[config.mk]
export PLATFORM = sky130hd
export DESIGN_NAME = freq_meter
export DESIGN_NICKNAME = d
export VERILOG_FILES = /design/src/rtl/freq_meter_pkg.sv /design/src/rtl/edge_rise_det.sv /design/src/rtl/freq_meter.sv
export SDC_FILE = /design/constraint.sdc
export NUM_CORES = 1
export LEC_CHECK = 0
export CORE_MARGIN = 8
export CORE_UTILIZATION = 57
export CTS_CLUSTER_SIZE = 25
export DETAILED_ROUTE_END_ITERATION = 7
export DONT_BUFFER_PORTS = 1
export PLACE_DENSITY = 0.72
export SETUP_SLACK_MARGIN = 0.05
export SKIP_CTS_REPAIR_TIMING = 1
export SYNTH_ARGS = -nofsm -noshare
export SYNTH_HDL_FRONTEND = slang
export SYNTH_SLANG_ARGS = --single-unit
[constraint.sdc]
create_clock -name i_clk -period 5.45 [get_ports i_clk]
set_input_delay 0.545 -clock i_clk [delete_from_list [all_inputs] [get_ports i_clk]]
set_output_delay 0.545 -clock i_clk [all_outputs]
set_load 0.05 [all_outputs]
[src/rtl/freq_meter_pkg.sv]
// Shared types and helpers for the gated frequency/period meter.
package freq_meter_pkg;

   typedef enum logic [1:0] {
      IDLE = 2'd0,
      GATE = 2'd1,
      HOLD = 2'd2
   } state_t;

   function automatic int gate_cnt_w(input int gate_cycles);
      return $clog2(gate_cycles);
   endfunction

endpackage

[src/rtl/edge_rise_det.sv]
// Registered one-cycle delay of a clk-synchronous level and a same-cycle rising-edge pulse.
module edge_rise_det (
   input  logic i_clk,
   input  logic i_rst,
   input  logic i_sig,
   output logic o_rise
);

   logic r_sig_d;

   // previous-cycle sample, updated every cycle regardless of consumer state
   always_ff @(posedge i_clk) begin
      if (i_rst) begin
         r_sig_d <= 1'b0;
      end else begin
         r_sig_d <= i_sig;
      end
   end

   assign o_rise = i_sig & ~r_sig_d;

endmodule

[src/rtl/freq_meter.sv]
// Gated edge counter and last-period meter with a valid/ready result hold.
module freq_meter
   import freq_meter_pkg::*;
#(
   parameter int GATE_CYCLES = 256,
   parameter int CNT_W       = 16
) (
   input  logic             i_clk,
   input  logic             i_rst,
   input  logic             i_en,
   input  logic             i_sig_in,
   input  logic             i_ready,
   output logic [CNT_W-1:0] o_count,
   output logic [CNT_W-1:0] o_period,
   output logic             o_overflow,
   output logic             o_valid
);

   localparam int               GW        = gate_cnt_w(GATE_CYCLES);
   localparam logic [GW-1:0]    GATE_LAST = GW'(GATE_CYCLES - 32'sd1);
   localparam logic [GW-1:0]    GATE_ONE  = GW'(1'b1);
   localparam logic [CNT_W-1:0] CNT_MAX   = {CNT_W{1'b1}};
   localparam logic [CNT_W-1:0] CNT_ONE   = CNT_W'(1'b1);
   localparam logic [CNT_W-1:0] CNT_ZERO  = {CNT_W{1'b0}};

   state_t           r_state, w_state_nxt;
   logic [GW-1:0]    r_gate_cnt;
   logic [CNT_W-1:0] r_edge_cnt, r_per_cnt, r_per_reg;
   logic [CNT_W-1:0] w_edge_cnt_nxt, w_per_cnt_nxt, w_per_reg_nxt;
   logic             r_seen, w_seen_nxt, r_ovf, w_ovf_nxt;
   logic [CNT_W-1:0] r_count, r_period;
   logic             r_overflow, r_valid;
   logic             w_rise, w_clear, w_load, w_accept;

   edge_rise_det u_edge (
      .i_clk (i_clk),
      .i_rst (i_rst),
      .i_sig (i_sig_in),
      .o_rise(w_rise)
   );

   // state register
   always_ff @(posedge i_clk) begin
      if (i_rst) begin
         r_state <= IDLE;
      end else begin
         r_state <= w_state_nxt;
      end
   end

   // next state; w_clear marks every entry into GATE
   always_comb begin
      w_state_nxt = r_state;
      w_clear     = 1'b0;
      w_load      = 1'b0;
      w_accept    = 1'b0;
      case (r_state)
         IDLE: begin
            if (i_en) begin
               w_state_nxt = GATE;
               w_clear     = 1'b1;
            end else begin
               w_state_nxt = IDLE;
            end
         end
         GATE: begin
            if (!i_en) begin
               w_state_nxt = IDLE;
            end else if (r_gate_cnt == GATE_LAST) begin
               w_state_nxt = HOLD;
               w_load      = 1'b1;
            end else begin
               w_state_nxt = GATE;
            end
         end
         HOLD: begin
            if (r_valid && i_ready) begin
               w_accept = 1'b1;
               if (i_en) begin
                  w_state_nxt = GATE;
                  w_clear     = 1'b1;
               end else begin
                  w_state_nxt = IDLE;
               end
            end else begin
               w_state_nxt = HOLD;
            end
         end
         default: begin
            w_state_nxt = IDLE;
         end
      endcase
   end

   // period counter starts at the first edge and restarts at 1 on each later edge
   always_comb begin
      w_edge_cnt_nxt = r_edge_cnt;
      w_per_cnt_nxt  = r_per_cnt;
      w_per_reg_nxt  = r_per_reg;
      w_seen_nxt     = r_seen;
      w_ovf_nxt      = r_ovf;
      if (w_rise) begin
         if (r_edge_cnt == CNT_MAX) begin
            w_ovf_nxt = 1'b1;
         end else begin
            w_edge_cnt_nxt = r_edge_cnt + CNT_ONE;
         end
         if (r_seen) begin
            w_per_reg_nxt = r_per_cnt;
         end else begin
            w_seen_nxt = 1'b1;
         end
         w_per_cnt_nxt = CNT_ONE;
      end else if (r_seen) begin
         if (r_per_cnt == CNT_MAX) begin
            w_ovf_nxt = 1'b1;
         end else begin
            w_per_cnt_nxt = r_per_cnt + CNT_ONE;
         end
      end else begin
         w_per_cnt_nxt = r_per_cnt;
      end
   end

   // window accumulators, only advanced while gating
   always_ff @(posedge i_clk) begin
      if (i_rst || w_clear) begin
         r_gate_cnt <= {GW{1'b0}};
         r_edge_cnt <= CNT_ZERO;
         r_per_cnt  <= CNT_ZERO;
         r_per_reg  <= CNT_ZERO;
         r_seen     <= 1'b0;
         r_ovf      <= 1'b0;
      end else if (r_state == GATE) begin
         r_gate_cnt <= r_gate_cnt + GATE_ONE;
         r_edge_cnt <= w_edge_cnt_nxt;
         r_per_cnt  <= w_per_cnt_nxt;
         r_per_reg  <= w_per_reg_nxt;
         r_seen     <= w_seen_nxt;
         r_ovf      <= w_ovf_nxt;
      end
   end

   // result load includes any edge on the final gate cycle
   always_ff @(posedge i_clk) begin
      if (i_rst) begin
         r_count    <= CNT_ZERO;
         r_period   <= CNT_ZERO;
         r_overflow <= 1'b0;
         r_valid    <= 1'b0;
      end else if (w_load) begin
         r_count    <= w_edge_cnt_nxt;
         r_period   <= w_per_reg_nxt;
         r_overflow <= w_ovf_nxt;
         r_valid    <= 1'b1;
      end else if (w_accept) begin
         r_valid    <= 1'b0;
      end
   end

   assign o_count    = r_count;
   assign o_period   = r_period;
   assign o_overflow = r_overflow;
   assign o_valid    = r_valid;

endmodule

Yosys cells after proc, flatten, opt, wreduce, memory -nomap -nowiden
Index checks and enable logic that the tools add are counted.
{ "classes": {"add_sub_neg": 3, "n_eq_ne": 6, "n_mux": 26, "bitwise_logic": 2, "n_reduce_logical": 7} }
{ "op_table": {"columns": ["op", "n"], "rows": [
  ["$mux W16", 7],
  ["$add A16 B1 Y16 const B", 2],
  ["$eq A16 B16 Y1 const B", 2],
  ["$mux W1", 14],
  ["$add A8 B1 Y8 const B", 1],
  ["$eq A8 B8 Y1 const B", 1],
  ["$mux W2", 3],
  ["$pmux W2 S3", 1],
  ["$reduce_bool A2 Y1", 2],
  ["$reduce_and A3 Y1", 1],
  ["$eq A2 B1 Y1 const B", 1],
  ["$eq A2 B2 Y1 const B", 1],
  ["$logic_not A2 Y1", 1],
  ["$ne A2 B1 Y1 const B", 1],
  ["$pmux W1 S2", 1],
  ["$reduce_and A2 Y1", 1],
  ["$and A1 B1 Y1", 1],
  ["$logic_and A1 B1 Y1", 1],
  ["$logic_or A1 B1 Y1", 1],
  ["$not A1 Y1", 1]
]} }
{ "word_totals": {"reg_bits": 95, "input_bits": 5, "output_inout_bits": 34, "word_cells": 56} }

Longest topological paths before layout
Gate-level depths: netlist of the first run.
{ "depth": {"depth_word": 5, "mapped_depth": 7, "depth_no_buf": 6} }

Cells and area by module
From an unflattened synthesis of the first run, not the netlist that was laid out.
{ "hier_totals": {"cells_unflattened": 499, "hier_area_um2": 4280.4} }
{ "modules_own_cells": {"columns": ["module", "n_inst", "cells_per_inst", "area_per_inst_um2", "seq_area_each_um2"], "rows": [
  ["freq_meter", 1, 496, 4232.8, 1881.8],
  ["edge_rise_det", 1, 3, 47.5, 20.0]
]} }

Worst setup path after synthesis of the first run
No wires, ideal clock.
{ "synth_timing": {"path_type": "reg-to-reg", "start": "reg r_per_cnt[0]", "end": "reg r_per_cnt[9]", "setup_ps": 132, "arrival_time_ps": 1741, "required_ps": 5318, "setup_slack_ps": 3577, "stages_incl_launch_ff": 7, "n_path_buf": 0, "synth_period_minus_slack_ps": 1873, "path_cell_list": "dfxtp_1 > ha_1 > nand4_1 > nor4_1 > o22a_1 > or3_1 > a21oi_1"} }
{ "synth_between": {"elab_chain_cells": 4, "elab_cells_between_ends": 7, "cone_classes": "add/sub: 1; eq/ne: 2; mux: 3; reduce/logical: 1"} }
{ "synth_rtl": {"columns": ["item", "line", "source"], "rows": [
  ["start: declaration", "freq_meter.sv:28", "logic [CNT_W-1:0] r_edge_cnt, r_per_cnt, r_per_reg;"],
  ["start signal: assignment", "freq_meter.sv:137", "r_per_cnt <= w_per_cnt_nxt;"],
  ["$add A16 B1 Y16", "freq_meter.sv:118", "w_per_cnt_nxt = r_per_cnt + CNT_ONE;"],
  ["$mux W16", "freq_meter.sv:115", "if (r_per_cnt == CNT_MAX) begin"],
  ["$mux W16", "freq_meter.sv:114", "end else if (r_seen) begin"],
  ["$mux W16", "freq_meter.sv:102", "if (w_rise) begin"]
]} }
Several ways; a longest one is shown, not always the timed one. The select of a mux whose other input is x is not followed.
A chain may end at the register's enable or synchronous reset.

Worst setup path in the final report of the first run
{ "layout_timing": {"start": "reg r_valid (netlist: o_valid)", "end": "reg r_per_cnt[4]"} }
{ "layout_between": {"elab_chain_cells": 4} }
{ "layout_rtl": {"columns": ["item", "line", "source"], "rows": [
  ["start: declaration", "freq_meter.sv:32", "logic r_overflow, r_valid;"],
  ["start signal: assignment", "freq_meter.sv:150", "r_valid <= 1'b0;"],
  ["start signal: assignment", "freq_meter.sv:155", "r_valid <= 1'b1;"],
  ["start signal: assignment", "freq_meter.sv:157", "r_valid <= 1'b0;"],
  ["$logic_and A1 B1 Y1", "freq_meter.sv:77", "if (r_valid && i_ready) begin"],
  ["$mux W1", "freq_meter.sv:77", null],
  ["$pmux W1 S2", "freq_meter.sv:57", "case (r_state)"],
  ["$logic_or A1 B1 Y1", "freq_meter.sv:127", "if (i_rst || w_clear) begin"]
]} }
No other way between the ends.

==> results.yml, run 1 <==
critical_path:
  cp_max_fo: 47
  cp_data_arrival_time_ns: 2.90
  start_kind: "register"
  required_ns: 5.71
  crit_type: "reg2reg"
  crit_path_end_kind: "register"
placement:
  pre_cts_ws_ns: 2.81
  dp_hpwl_um: 6680
  port_buffers: 0
  postPlaceCellArea_sq_mm: 0.00433
  globalplace.congestion: 0.904
final_layout:
  area_growth_syn_to_layout_pct: 4.24
  diodes: 0
  final_cell_mix: "dfxtp_1 (95), nor2_1 (76), nand2_1 (59), a21oi_1 (33), a211oi_1 (30)"
  fin_nets: 497
  drive_gt1_share_pct: 5.67
  final_area_sq_mm: 0.00452
  final_common_cell: "dfxtp_1"
  num-fill-cells: 689
timing:
  setup_tns_ns: 0
  worst_slack_ns: 2.81
  tightest_slew_ns: 0.993
  layout_min_cycle_time_ns: 2.64
  fin_crit_sh_pct: 48.5
  clock_skew_ns: 0.00916
  setup_viol: 0
  slew_headroom_pct: 33.8
  hold_violations: 0
  rsz0062_at_grt: "no"
  fmax_mhz: 378
  report.final.slew_viol_count: 0
die:
  coreArea_sq_mm: 0.00753
  rows: 32
  die_w_um: 103
  boundaryPins: 39
  start_util_pct: 57.6
  die_area_sq_mm: 0.0107
  fp.dieH_um: 103
logic_synthesis:
  syn-num-nets: 516
  ys_warn_count: 0
  syn_inst: 508
  yosysSeqAreaShare_pct: 43.9
  synth-async-reset-ratio_pct: 0
  synth_seq_cells: 95
  netlist_area_sq_mm: 0.00434
  syn_avg_cell_area_sq_um: 8.53
  synth_edf_count: 0
  ys.flop_type: "dfxtp_1"
  ys_types: 56
route:
  ant_nets: 0
  detail_route.drc_violations: 0
  vias: 3582
  drt_iter0_markers: 224
  avgViaCountPerCell: 6.01
  wl_per_cell_um: 16.3
  totalWireLength_um: 9710
  first_pass_iters: 5
power_and_ir_drop:
  worst_ir_drop_vdd_mv: 0.128
  powerDensity_mw_per_mm2: 258
  p_leak_nw: 1.44
global_routing:
  grt_max_degree: 56
  grt_pass1_vias: 3292
  overflow: 0
  globalRouteTotalUtil_pct: 19.1
  grt_pass1_wl_um: 16000
  antenna_found_initial: 0
clock_network:
  cts_tree: "built"
  clkSlewWorstSetupHoldPaths_ns: 0.10
  h-tree-depth: 3
  cts_made_buffers: 9
  clk_latency_ns: 0.36
  cts_sinks: 95
  cts_buffer_depth: 2
  root_buffer: "clkbuf_8"
run_status:
  status: "complete, no violations"
min_path:
  hold_class: "in2reg"
job:
  cap_violations: 0
[worst max-delay path, stage by stage, from the launching register on]
cell	delay, ns
dfxtp_1	0.67
a21bo_2	0.24
a31o_2	0.81
nand2b_1	0.53
or4_1	0.19
o21ai_0	0.07
[worst paths after layout]
check	start	endpoint	slack, ns	cells past startpoint
worst min register to register	r_per_reg[9]$_SDFFE_PP0P_	r_per_reg[9]$_SDFFE_PP0P_	0.46	2
worst min-delay path	i_rst	o_valid$_SDFFE_PP0P_	0.24	1
worst max-delay path	o_valid$_SDFFE_PP0P_	r_per_cnt[4]$_SDFFE_PP0P_	2.81	5
worst max register to register	o_valid$_SDFFE_PP0P_	r_per_cnt[4]$_SDFFE_PP0P_	2.81	5
[layer usage]
metal / global-route usage, % / vias to the layer above / routed length [um]
met4: 8.12 / 0 / 100
met1: 26.1 / 1689 / 4710
li1: - / 1768 / -
met5: 0 / - / 0
met2: 29.0 / 115 / 4220
met3: 3.35 / 10 / 681
[where the power goes]
group	leakage [nW]	total, mW	internal (mW)	switching (mW)
logic	0.590	0.0251	0.00634	0.0187
registers	0.766	0.698	0.696	0.00290
clock network	0.0867	0.445	0.175	0.270
total	1.44	1.17	0.877	0.291
[kinds of logic after synthesis]
group / Yosys count / share of synthesized area, %
simple gates: 232 / 26.5
compound gates: 97 / 15.1
buf+inv: 32 / 3.32
mux: 18 / 4.16
fa+ha+maj: 3 / 0.866
xor+xnor: 31 / 6.26
flops: 95 / 43.9
[area by class of cell]
class	instances	area, sq um	share of cell area, %
Clock buffer	9	124	2.74
Clock inverter	7	67.6	1.50
Inverter	2	7.51	0.166
Multi-Input combinational cell	381	2290	50.7
Sequential cell	95	1900	42.1
Tap cell	102	128	2.82
[cell usage after synthesis (2+ instances only)]
master | number | area [sq um]
a21oi_1 | 33 | 165
a311oi_1 | 5 | 43.8
a211oi_1 | 30 | 225
nand2_1 | 59 | 221
nor2_1 | 76 | 285
and4b_1 | 2 | 20.0
a22oi_1 | 2 | 15.0
ha_1 | 3 | 37.5
dfxtp_1 | 95 | 1900
or4_1 | 2 | 15.0
nand3b_1 | 2 | 15.0
and3b_1 | 2 | 17.5
clkbuf_1 | 12 | 45.0
and2b_1 | 2 | 15.0
o21ai_0 | 13 | 65.1
mux2i_1 | 18 | 180
nand3_1 | 25 | 125
xor2_1 | 15 | 131
nor2b_1 | 2 | 12.5
and4_1 | 5 | 43.8
or3_1 | 7 | 43.8
nor4_1 | 6 | 37.5
nand4_1 | 12 | 75.1
o31ai_1 | 2 | 15.0
nand2b_1 | 4 | 25.0
buf_1 | 4 | 15.0
and2_1 | 2 | 12.5
inv_1 | 2 | 7.51
xnor2_1 | 16 | 140
nor3_1 | 10 | 50.1
and3_1 | 4 | 25.0
buf_2 | 12 | 60.1
[through the flow]
step	cells	util, %	power (mW)	hold WS, ns
after floorplan	508	-	0.738	0.436
after global placement	580	57.5	0.739	0.441
after detailed placement	580	57.5	0.739	0.447
after CTS	596	60.0	1.18	0.224
after global routing	596	60.0	1.21	0.221
final	596	60.0	1.17	0.237
No activity file was read; power rests on OpenSTA's default activity.
==> inputs of run 2 (changes only) <==
PLACE_DENSITY = 0.75   (was 0.72)
clock period = 2.3 ns   (was 5.45 ns; I/O delays follow)
==> run 2 against run 1 <==
Critical path depth increased by 1. Clock-buffer cell count is the same. Non-clock buffer count grew 16. Clock power rose by 150%. Power rose by 140%. First-iteration DRC count grew 8.5%. Final cell count up 2.7%. Via count grew 2.1%. Design area is 3.6% higher. Utilization rose by 2.1 points. Critical path type unchanged. Largest cell class unchanged. Largest power group unchanged.
==> results.yml, run 2 (synthesis gave the netlist of run 1 again) <==
die:
  die_area_sq_mm: 0.0107
  coreArea_sq_mm: 0.00753
  die_w_um: 103
  boundaryPins: 39
  start_util_pct: 57.6
  rows: 32
  fp.dieH_um: 103
route:
  drt_iter0_markers: 243
  first_pass_iters: 5
  detail_route.drc_violations: 0
  avgViaCountPerCell: 5.98
  vias: 3659
  totalWireLength_um: 9770
  ant_nets: 0
  wl_per_cell_um: 16.0
placement:
  port_buffers: 0
  dp_hpwl_um: 6750
  globalplace.congestion: 0.942
critical_path:
  required_ns: 2.61
  cp.buffers_inverters: 0
  critPathMostFrequentCell: "nor3_1"
  crit_type: "reg2reg"
  worst_path_largest_cell_delay_ns: 0.63
  crit_path_end_kind: "register"
  start_kind: "register"
  path_cells: "ha_1, nand4_1, or4_1, o22ai_1, nor3_1, nor3_1"
  crit_family: "simple AND/OR/NAND/NOR gates"
  critPathSlowestCell: "or4_1"
  cp_data_arrival_time_ns: 2.41
  cp_max_fo: 7
clock_network:
  root_buffer: "clkbuf_8"
  cts_made_buffers: 9
  cts_tree: "built"
  clkSlewWorstSetupHoldPaths_ns: 0.10
  h-tree-depth: 3
  cts_buffer_depth: 2
  clk_latency_ns: 0.38
  cts_sinks: 95
min_path:
  hold_class: "in2reg"
power_and_ir_drop:
  powerDensity_mw_per_mm2: 606
  p_leak_nw: 1.54
  worst_ir_drop_vdd_mv: 0.300
global_routing:
  grt_max_degree: 56
  grt_pass1_wl_um: 16300
  grt_pass1_vias: 3353
  overflow: 0
  globalRouteTotalUtil_pct: 19.4
  antenna_found_initial: 0
timing:
  tightest_slew_ns: 1.09
  layout_min_cycle_time_ns: 2.10
  hold_ws_ns: 0.0339
  report.final.slew_viol_count: 0
  clock_skew_ns: 0.0105
  fmax_mhz: 475
  fin_crit_sh_pct: 91.5
  hold_violations: 0
  setup_viol: 0
  slew_headroom_pct: 27.1
  rsz0062_at_grt: "no"
  setup_tns_ns: 0
final_layout:
  diodes: 0
  drive_gt1_share_pct: 8.43
  final_common_cell: "dfxtp_1"
  area_growth_syn_to_layout_pct: 7.97
  final_cell_mix: "dfxtp_1 (95), nor2_1 (76), nand2_1 (59), a21oi_1 (32), a211oi_1 (30)"
  fin_nets: 513
run_status:
  status: "complete, no violations"
job:
  cap_violations: 0
[run 2: per-layer routing]
metal  wire length (um)  GRT usage, %
met1               4570          25.2
met2               4260          29.5
met3                852          6.16
met4                 97          7.45
met5                  0             0
[run 2: where the power goes]
part	leakage, nW	total (mW)	internal (mW)	switching, mW
logic	0.676	0.0889	0.0290	0.0599
clock network	0.0981	1.10	0.428	0.667
registers	0.766	1.65	1.65	0.00596
total	1.54	2.84	2.11	0.733
[run 2: worst paths after layout]
kind                                                  from                    endpoint  slack, ns  cells past startpoint
worst min-delay path                                 i_rst    o_count[14]$_SDFFE_PP0P_       0.03                      2
worst max-delay path             r_per_cnt[1]$_SDFFE_PP0P_     o_overflow$_SDFFE_PP0P_       0.20                      6
worst min register to register  r_per_reg[11]$_SDFFE_PP0P_  r_per_reg[11]$_SDFFE_PP0P_       0.46                      2
worst max register to register   r_per_cnt[1]$_SDFFE_PP0P_     o_overflow$_SDFFE_PP0P_       0.20                      6
[run 2: per-stage QoR]
stage | std cells | util, % | power (mW) | cell area, sq um | setup slack [ns]
3_3_place_gp | 593 | 59.0 | 1.76 | 4440 | 0.289
6_report | 612 | 62.2 | 2.84 | 4680 | 0.195
4_1_cts | 609 | 61.6 | 2.84 | 4640 | 0.207
2_1_floorplan | 508 | - | 1.75 | 4340 | 0.427
3_5_place_dp | 593 | 59.0 | 1.76 | 4440 | 0.259
5_1_grt | 612 | 62.2 | 2.94 | 4680 | 0.0507
[run 2: area by class of cell]
cell class / instances / area, sq um
fillers: 688 / 2850
multi-input cells: 381 / 2290
flip-flops and latches: 95 / 1900
repair buffers: 16 / 150
well taps: 102 / 128
clock buffers: 9 / 124
clock inverters: 7 / 75.1
inverters: 2 / 7.51
